### config.mk
export PLATFORM = sky130hd
export DESIGN_NAME = aes_bram_port
export DESIGN_NICKNAME = d
export VERILOG_FILES = /design/src/rtl/aes_bram_port_pkg.sv /design/src/rtl/aes_sat_counter.sv /design/src/rtl/aes_bram_port.sv
export SDC_FILE = /design/constraint.sdc
export NUM_CORES = 1
export LEC_CHECK = 0
export BUFFER_PORTS_ARGS = -buffer_cell sky130_fd_sc_hd__buf_4
export CORE_ASPECT_RATIO = 1.5
export CORE_MARGIN = 1.5
export CORE_UTILIZATION = 30
export DETAILED_ROUTE_END_ITERATION = 10
export SYNTH_ARGS = -nofsm -noshare
export SYNTH_HDL_FRONTEND = slang
export SYNTH_SLANG_ARGS = --single-unit
### constraint.sdc
create_clock -name aes_clk -period 2.9 [get_ports aes_clk]
set_input_delay 0.145 -clock aes_clk [delete_from_list [all_inputs] [get_ports aes_clk]]
set_output_delay 0.145 -clock aes_clk [all_outputs]
set_load 0.05 [all_outputs]
### src/rtl/aes_bram_port_pkg.sv
// Shared definitions for the AES BRAM responder: state encoding, word size,
// and the default BRAM address width used by the top level.
package aes_bram_port_pkg;

  localparam int unsigned WORD_BYTES      = 4;
  localparam int unsigned BRAM_ADDR_W_DEF = 12;
  localparam int unsigned COUNT_W         = 32;

  typedef enum logic [1:0] {
    ST_IDLE     = 2'd0,
    ST_RD_WAIT  = 2'd1,
    ST_WR_ISSUE = 2'd2,
    ST_DONE     = 2'd3
  } state_t;

endpackage

### src/rtl/aes_sat_counter.sv
// Increment-enable counter that sticks at all-ones instead of wrapping.
module aes_sat_counter #(
  parameter int unsigned W = 32
) (
  input  logic         clk,
  input  logic         rst_n,
  input  logic         inc,
  output logic [W-1:0] count
);

  always_ff @(posedge clk or negedge rst_n) begin
    if (!rst_n) begin
      count <= '0;
    end else if (inc && (count != '1)) begin
      count <= count + W'(1);
    end
  end

endmodule

### src/rtl/aes_bram_port.sv
// Memory-side responder for the AES block FSM: turns level-held read/write
// requests into single BRAM port accesses with a 4-phase completion handshake.
module aes_bram_port
  import aes_bram_port_pkg::*;
#(
  parameter int unsigned BRAM_ADDR_W = BRAM_ADDR_W_DEF,
  parameter int unsigned DEPTH_WORDS = 4096,
  parameter logic [31:0] BASE_ADDR   = 32'h0,
  parameter int unsigned RD_LATENCY  = 2
) (
  input  logic                   aes_clk,
  input  logic                   aes_rst_n,
  input  logic                   aes_start_read,
  input  logic                   aes_start_write,
  input  logic [31:0]            aes_bram_addr,
  input  logic [31:0]            aes_bram_write_data,
  output logic [31:0]            aes_bram_read_data,
  output logic                   bram_complete,
  output logic                   bram_err,
  output logic                   busy,
  output logic                   bram_en,
  output logic [3:0]             bram_we,
  output logic [BRAM_ADDR_W-1:0] bram_addr,
  output logic [31:0]            bram_din,
  input  logic [31:0]            bram_dout,
  output logic [31:0]            rd_count,
  output logic [31:0]            wr_count
);

  localparam int unsigned LAT_W = 3;
  localparam logic [32:0] LIMIT_BYTES = 33'(DEPTH_WORDS) * 33'(WORD_BYTES);

  state_t           state;
  logic [LAT_W-1:0] lat_cnt;
  logic [31:0]      offset_c;
  logic             reject_c;
  logic             rd_done_c;
  logic             wr_done_c;

  // Underflow below BASE_ADDR wraps to a huge offset and fails the range check.
  assign offset_c  = aes_bram_addr - BASE_ADDR;
  assign reject_c  = (aes_bram_addr[1:0] != 2'b00) || ({1'b0, offset_c} >= LIMIT_BYTES);
  assign rd_done_c = (state == ST_RD_WAIT) && (lat_cnt == '0);
  assign wr_done_c = (state == ST_WR_ISSUE);

  always_ff @(posedge aes_clk or negedge aes_rst_n) begin
    if (!aes_rst_n) begin
      state              <= ST_IDLE;
      lat_cnt            <= '0;
      aes_bram_read_data <= '0;
      bram_complete      <= 1'b0;
      bram_err           <= 1'b0;
      busy               <= 1'b0;
      bram_en            <= 1'b0;
      bram_we            <= 4'h0;
      bram_addr          <= '0;
      bram_din           <= '0;
    end else begin
      case (state)
        ST_IDLE: begin
          if (aes_start_read || aes_start_write) begin
            busy <= 1'b1;
            if (reject_c) begin
              bram_complete <= 1'b1;
              bram_err      <= 1'b1;
              state         <= ST_DONE;
            end else begin
              bram_en   <= 1'b1;
              bram_addr <= offset_c[BRAM_ADDR_W+1:2];
              // Write wins when both requests arrive together.
              if (aes_start_write) begin
                bram_we  <= 4'hF;
                bram_din <= aes_bram_write_data;
                state    <= ST_WR_ISSUE;
              end else begin
                bram_we <= 4'h0;
                lat_cnt <= LAT_W'(RD_LATENCY);
                state   <= ST_RD_WAIT;
              end
            end
          end
        end

        ST_RD_WAIT: begin
          bram_en <= 1'b0;
          if (lat_cnt == '0) begin
            aes_bram_read_data <= bram_dout;
            bram_complete      <= 1'b1;
            state              <= ST_DONE;
          end else begin
            lat_cnt <= lat_cnt - LAT_W'(1);
          end
        end

        ST_WR_ISSUE: begin
          bram_en       <= 1'b0;
          bram_we       <= 4'h0;
          bram_complete <= 1'b1;
          state         <= ST_DONE;
        end

        ST_DONE: begin
          // A request still held here is the one just served; never retrigger.
          if (!aes_start_read && !aes_start_write) begin
            bram_complete <= 1'b0;
            bram_err      <= 1'b0;
            busy          <= 1'b0;
            state         <= ST_IDLE;
          end
        end

        default: begin
          state <= ST_IDLE;
          busy  <= 1'b0;
        end
      endcase
    end
  end

  aes_sat_counter #(.W(COUNT_W)) u_rd_count (
    .clk   (aes_clk),
    .rst_n (aes_rst_n),
    .inc   (rd_done_c),
    .count (rd_count)
  );

  aes_sat_counter #(.W(COUNT_W)) u_wr_count (
    .clk   (aes_clk),
    .rst_n (aes_rst_n),
    .inc   (wr_done_c),
    .count (wr_count)
  );

endmodule

Word level (Yosys, flattened, before mapping)
Index checks and enable logic that the tools add are counted.
{"block": "word_totals", "output_inout_bits": 148, "wordCells": 81, "regBits": 153}
{"block": "classes", "n_mux": 26, "n_bitwise": 1, "eq_ne": 12, "addsub": 3, "n_lt_le_gt_ge": 1, "reduce_logical": 26}
{"op": "$add 32x1->32 const B", "n": 2}
{"op": "$ne 32x32->1 const B", "n": 2}
{"op": "$ge 32x15->1 const B", "n": 1}
{"op": "$reduce_and 3->1", "n": 5}
{"op": "$mux 3", "n": 4}
{"op": "$mux 4", "n": 3}
{"op": "$ne 2x2->1 const B", "n": 6}
{"op": "$reduce_and 4->1", "n": 3}
{"op": "$mux 2", "n": 5}
{"op": "$reduce_bool 2->1", "n": 5}
{"op": "$pmux 2 s4", "n": 1}
{"op": "$pmux 4 s2", "n": 1}
{"op": "$mux 1", "n": 7}
{"op": "$pmux 1 s2", "n": 3}
{"op": "$pmux 3 s2", "n": 1}
{"op": "$reduce_and 5->1", "n": 1}
{"op": "$eq 2x2->1 const B", "n": 2}
{"op": "$logic_and 1x1->1", "n": 4}
{"op": "$pmux 1 s4", "n": 1}
{"op": "$logic_not 3->1", "n": 1}
{"op": "$sub 3x1->3 const B", "n": 1}
{"op": "$eq 2x1->1 const B", "n": 1}
{"op": "$logic_not 1->1", "n": 2}
{"op": "$logic_not 2->1", "n": 1}
{"op": "other kinds (5)", "n": 6}

Longest topological paths before layout
{"block": "logic_depth", "depth_word": 5, "ltp_mapped": 10}

Cells and area by module
From an unflattened synthesis, not the netlist that was laid out.
{"block": "unflattened", "cells_unflattened": 598, "area_unflattened_um2": 6672.6}
{"module": "aes_bram_port", "instances": 1, "seq_area_each_um2": 2152.1, "cells_per_inst": 302, "area_per_inst_um2": 3539.6}
{"module": "aes_sat_counter (u_wr_count)", "instances": 1, "seq_area_each_um2": 800.8, "cells_per_inst": 156, "area_per_inst_um2": 1610.3}
{"module": "aes_sat_counter (u_rd_count)", "instances": 1, "seq_area_each_um2": 800.8, "cells_per_inst": 140, "area_per_inst_um2": 1522.7}

Worst setup path before layout
No wires, ideal clock.
{"block": "synth_path", "path_type": "reg2reg", "from": "register u_wr_count.count[21]", "to": "register u_wr_count.count[1]", "path_stages_with_launch": 7, "arrival_time_ps": 2157, "slack_ps": 618, "path_buffers": 1, "path_cell_list": "dfrtp_1 > nand4_2 > nor4_4 > and4_1 > buf_4 > nand2b_4 > mux2_4"}
{"block": "synth_via", "elab_chain_cells": 2}
{"item": "start, declared", "line_no": "aes_sat_counter.sv:8", "rtl": "output logic [W-1:0] count"}
{"item": "start signal, assigned", "line_no": "aes_sat_counter.sv:15", "rtl": "count <= count + W'(1);"}
{"item": "$ne 32x32->1", "line_no": "aes_sat_counter.sv:14", "rtl": "end else if (inc && (count != '1)) begin"}
{"item": "$logic_and 1x1->1", "line_no": "aes_sat_counter.sv:14"}
Every way passes these cells.
A chain may end at the register's enable or synchronous reset.

Worst setup path after layout
{"block": "layout_path", "from": "register state[1]", "to": "register u_rd_count.count[27]"}
{"block": "layout_via", "elab_chain_cells": 3}
{"item": "start, declared", "line_no": "aes_bram_port.sv:33", "rtl": "state_t state;"}
{"item": "start signal, assigned", "line_no": "aes_bram_port.sv:48", "rtl": "state <= ST_IDLE;"}
{"item": "start signal, assigned", "line_no": "aes_bram_port.sv:66", "rtl": "state <= ST_DONE;"}
{"item": "start signal, assigned", "line_no": "aes_bram_port.sv:74", "rtl": "state <= ST_WR_ISSUE;"}
{"item": "$eq 2x1->1", "line_no": "aes_bram_port.sv:43", "rtl": "assign rd_done_c = (state == ST_RD_WAIT) && (lat_cnt == '0);"}
{"item": "$logic_and 1x1->1", "line_no": "aes_bram_port.sv:43"}
{"item": "$logic_and 1x1->1", "line_no": "aes_sat_counter.sv:14"}
{"item": "end signal, assigned", "line_no": "aes_sat_counter.sv:15"}
{"item": "end, declared", "line_no": "aes_sat_counter.sv:8"}
Every way passes these cells.

==> summary.txt <==
Status
  – Result of the run: complete, no violations

Route
  – Post-route DRC violation count: 0
  – Total wire length: about 18000 microns
  – Vias per cell: ~4.7
  – Number of nets with antenna violations after detailed routing: 0
  – Number of iterations in the first detailed-routing pass: 4
  – Average detailed-routed wire length per instance: 15.0 microns
  – Vias: 5710
  – Iteration-0 DRC count of the detailed router: about 210

Layout
  – Final layout net count: approximately 1100
  – Total inserted antenna cells: 0
  – Most common library cell in the layout ignoring fill and taps: buf_4
  – Synth-to-layout area growth: 52.8%
  – Proportion of layout cells with a drive suffix above 1: 35.6%
  – Highest-count cells in the layout ignoring fill and taps: 254 x buf_4, 150 x dfrtp_1, 132 x nand2_1, 77 x dlygate4sd3_1, 46 x mux2_2

Synthesis
  – Summed instance area of the synthesized netlist: about 6700 sq um
  – Synthesized area per cell: around 11 sq um
  – Net count of the mapped netlist: 720
  – Synth Register Bits: 150
  – Post-synth top flop: dfrtp_1
  – Number of warnings issued by yosys: 0
  – Number of library cell types mapped by synthesis: 50
  – EDFF count, synth: 0
  – Post-Synthesis Cells: approximately 600
  – Share of flip-flops with an asynchronous set or reset after synthesis: 100%
  – Post-synthesis sequential area ratio: 56.4%

Power
  – Power share of the sequential group: 35.7%
  – Clock Power Share: about 29%
  – Switching component of the power: slightly below 0.003 W
  – Internal power: between 0.004 and 0.005 W
  – Switching fraction of total power: about two fifths
  – Leakage power of the design: 5.19 nW
  – VDD IR max: 0.000501 V
  – Power density over the cells: 740 nW/um^2
  – Combinational share of power: 35.6%

Worst setup path
  – Category of the critical setup timing path: reg2reg
  – Setup crit start kind: register
  – Slack of the worst reg-to-reg path: between 0.4 and 0.5 ns
  – Path depth of the worst reg2reg path: 7
  – Reg-to-Reg End: u_rd_count.count[27]
  – CP required: about 3.3 ns
  – Start of the worst register-to-register path: state[1]
  – Kind of end point of the critical path: register
  – Maximum net fanout on the critical path: 10
  – CP Data Arrival Time: 2.81 ns

Timing
  – Slew Viols, Final: 0
  – Final setup slack of the worst path: approximately 0.45 ns
  – Relative slew slack: between 50% and 60%
  – Number of endpoints with negative hold slack in the final report: 0
  – Setup Viol. Count Final: 0
  – Achievable Freq: approximately 410 MHz
  – Worst Tran Pin Value: 0.597 ns
  – Post-Route Setup TNS: 0 ns
  – Worst Clk Skew: between 0.008 and 0.009 ns
  – Time the worst path needs with I/O delays and setup: 2.45 ns
  – Ratio of final minimum period to clock period: approximately 85%
  – Setup repair after global routing missed its margin: no

Placed design
  – Number of input and output port buffers inserted: ~250
  – Pre-CTS setup slack: between 0.4 and 0.5 ns
  – Placed wire-length estimate after detailed placement: 13100 microns
  – Weighted congestion reported at the end of routability-driven placement: 0.798

Global routing
  – Antenna violations before repair: 0
  – Maximum number of pins on one net before global-route repair: 67
  – Vias in the first global route: between 5000 and 6000
  – Total global routing overflow: 0
  – Gr usage total: 16.2%
  – Wire length of the first global-routing pass: between 20000 and 30000 microns

Die
  – Standard cell core area: approximately 22000 sq um
  – Vertical extent of the die: ~190 microns
  – Num ports: between 200 and 250
  – Die W: between 100 and 150 microns
  – Starting density of the core: between 30% and 40%
  – Standard-cell row count: between 60 and 70
  – Area enclosed by the die boundary: 23100 sq um

Clocking
  – TritonCTS clock tree: done
  – Clock tree buffer depth: 2
  – Clock Sink Count: 150
  – Maximum level of the CTS H-tree: 4
  – Setup Fix Bufs, Post-CTS: 0
  – Number of clock buffers inserted by TritonCTS: 17
  – Clk pin slew, worst setup/hold paths: 0.06 ns
  – Cts repair resizes: 0
  – Clock root cell: clkbuf_16
  – Clock latency at the later pin of the worst-skew pair: approximately 0.43 ns

Hold path
  – Min-delay worst type: in2reg
  – Capture endpoint of the worst hold path: state[1]
  – Startpoint of the worst hold path: aes_start_write
  – Number of instances on the worst hold path: 3

Run
  – Maximum capacitance violations: 0
==> metrics by stage <==
| stage | power, W | instance area (sq um) | cells | hold WS (ns) | utilization (%) |
|---|---|---|---|---|---|
| floorplan | 0.00441 | 6660 | 612 | -0.151 | - |
| global placement | 0.00531 | 8820 | 1119 | 0.153 | 40.6 |
| detailed placement | 0.00535 | 8820 | 1119 | 0.158 | 40.6 |
| CTS | 0.00765 | 10200 | 1227 | 0.0731 | 46.8 |
| global route | 0.00794 | 10200 | 1227 | 0.0992 | 46.8 |
| finish | 0.00753 | 10200 | 1227 | 0.0973 | 46.8 |
==> kinds of logic after synthesis <==
logic type | after synthesis | share of synthesized area, %
simple gates | 288 | 21.6
fa+ha+maj | 8 | 1.50
xor+xnor | 54 | 7.11
compound gates | 29 | 2.89
mux | 47 | 8.01
buf+inv | 36 | 2.52
flops | 150 | 56.4
==> repair_timing <==
item / 4_1_cts / 5_1_grt
setup endpoints to repair: 0 / 0
hold buffers: 77 / 0
endpoints found under the hold margin: 131 / 0
==> area by class of cell <==
class                      instances  area (sq um)
clock buffer                      20           447
clock inverter                    11           128
fill                            2047         11500
inverter                          15          56.3
multi-input combinational        426          2740
sequential                       150          3750
tap                              272           340
timing repair buffer             333          2710
==> flip-flops by register name, summed over array words and instances, names as in the netlist, 2 cells and up <==
signal,flops
aes_bram_read_data,32
bram_addr,12
bram_din,32
lat_cnt,3
state,2
u_rd_count.count,32
u_wr_count.count,32
==> power groups by stage <==
stage	clock network (W)	registers [W]	logic (W)
final	0.00217	0.00268	0.00268
after CTS	0.00225	0.00269	0.00271
after detailed placement	0	0.00273	0.00262
after global routing	0.00233	0.00274	0.00286
after global placement	0	0.00271	0.00259
after floorplan	0	0.00375	0.000663
==> synthesized netlist by cell type (all sizes together) (2+ instances only) <==
library cell	instances	area share (%)
nand4	21	2.1
or4	2	0.28
a21oi	7	0.53
and3	13	1.2
nor2	35	2.0
buf	12	1.2
nor3b	5	0.56
nor4b	2	0.36
a31oi	3	0.28
nor4	10	1.5
and4	9	1.2
a41oi	2	0.26
or3	3	0.28
nor3	14	1.1
a21boi	2	0.23
a22o	2	0.26
xor2	25	3.3
xnor2	29	3.8
ha	8	1.5
inv	15	0.85
dfrtp	150	56
and2	8	0.75
nand3	27	2.0
nand2	132	7.4
nand2b	2	0.30
clkbuf	9	0.51
o21ai	6	0.45
mux2	47	8.0
==> per-layer routing <==
layer | up-vias | track usage [%] | share of wire [%]
met1 | 2749 | 17.7 | 38
met2 | 171 | 29.1 | 54
met4 | 0 | 7.08 | 2.6
li1 | 2762 | - | -
met3 | 28 | 4.74 | 5.7
met5 | - | 0 | 0
==> critical path, cell delays in order (launching register included) <==
cell and delay, ns:
dfrtp_1 0.41, inv_1 0.09, ha_1 0.25, nand3b_1 0.36, nor4_1 0.66, nand4_1 0.28
nor2_1 0.18, xor2_1 0.15
==> how the worst max path moves through the flow <==
stage	start	endpoint	cells past startpoint
floorplan	u_wr_count.count[21]	u_wr_count.count[1]	6
global placement	state[0]	bram_addr[1]	6
detailed placement	state[1]	bram_addr[7]	6
CTS	state[1]	bram_addr[7]	6
global route	state[1]	u_rd_count.count[31]	7
finish	state[1]	u_rd_count.count[27]	7
Note: power is estimated with default switching activity, not from simulation.
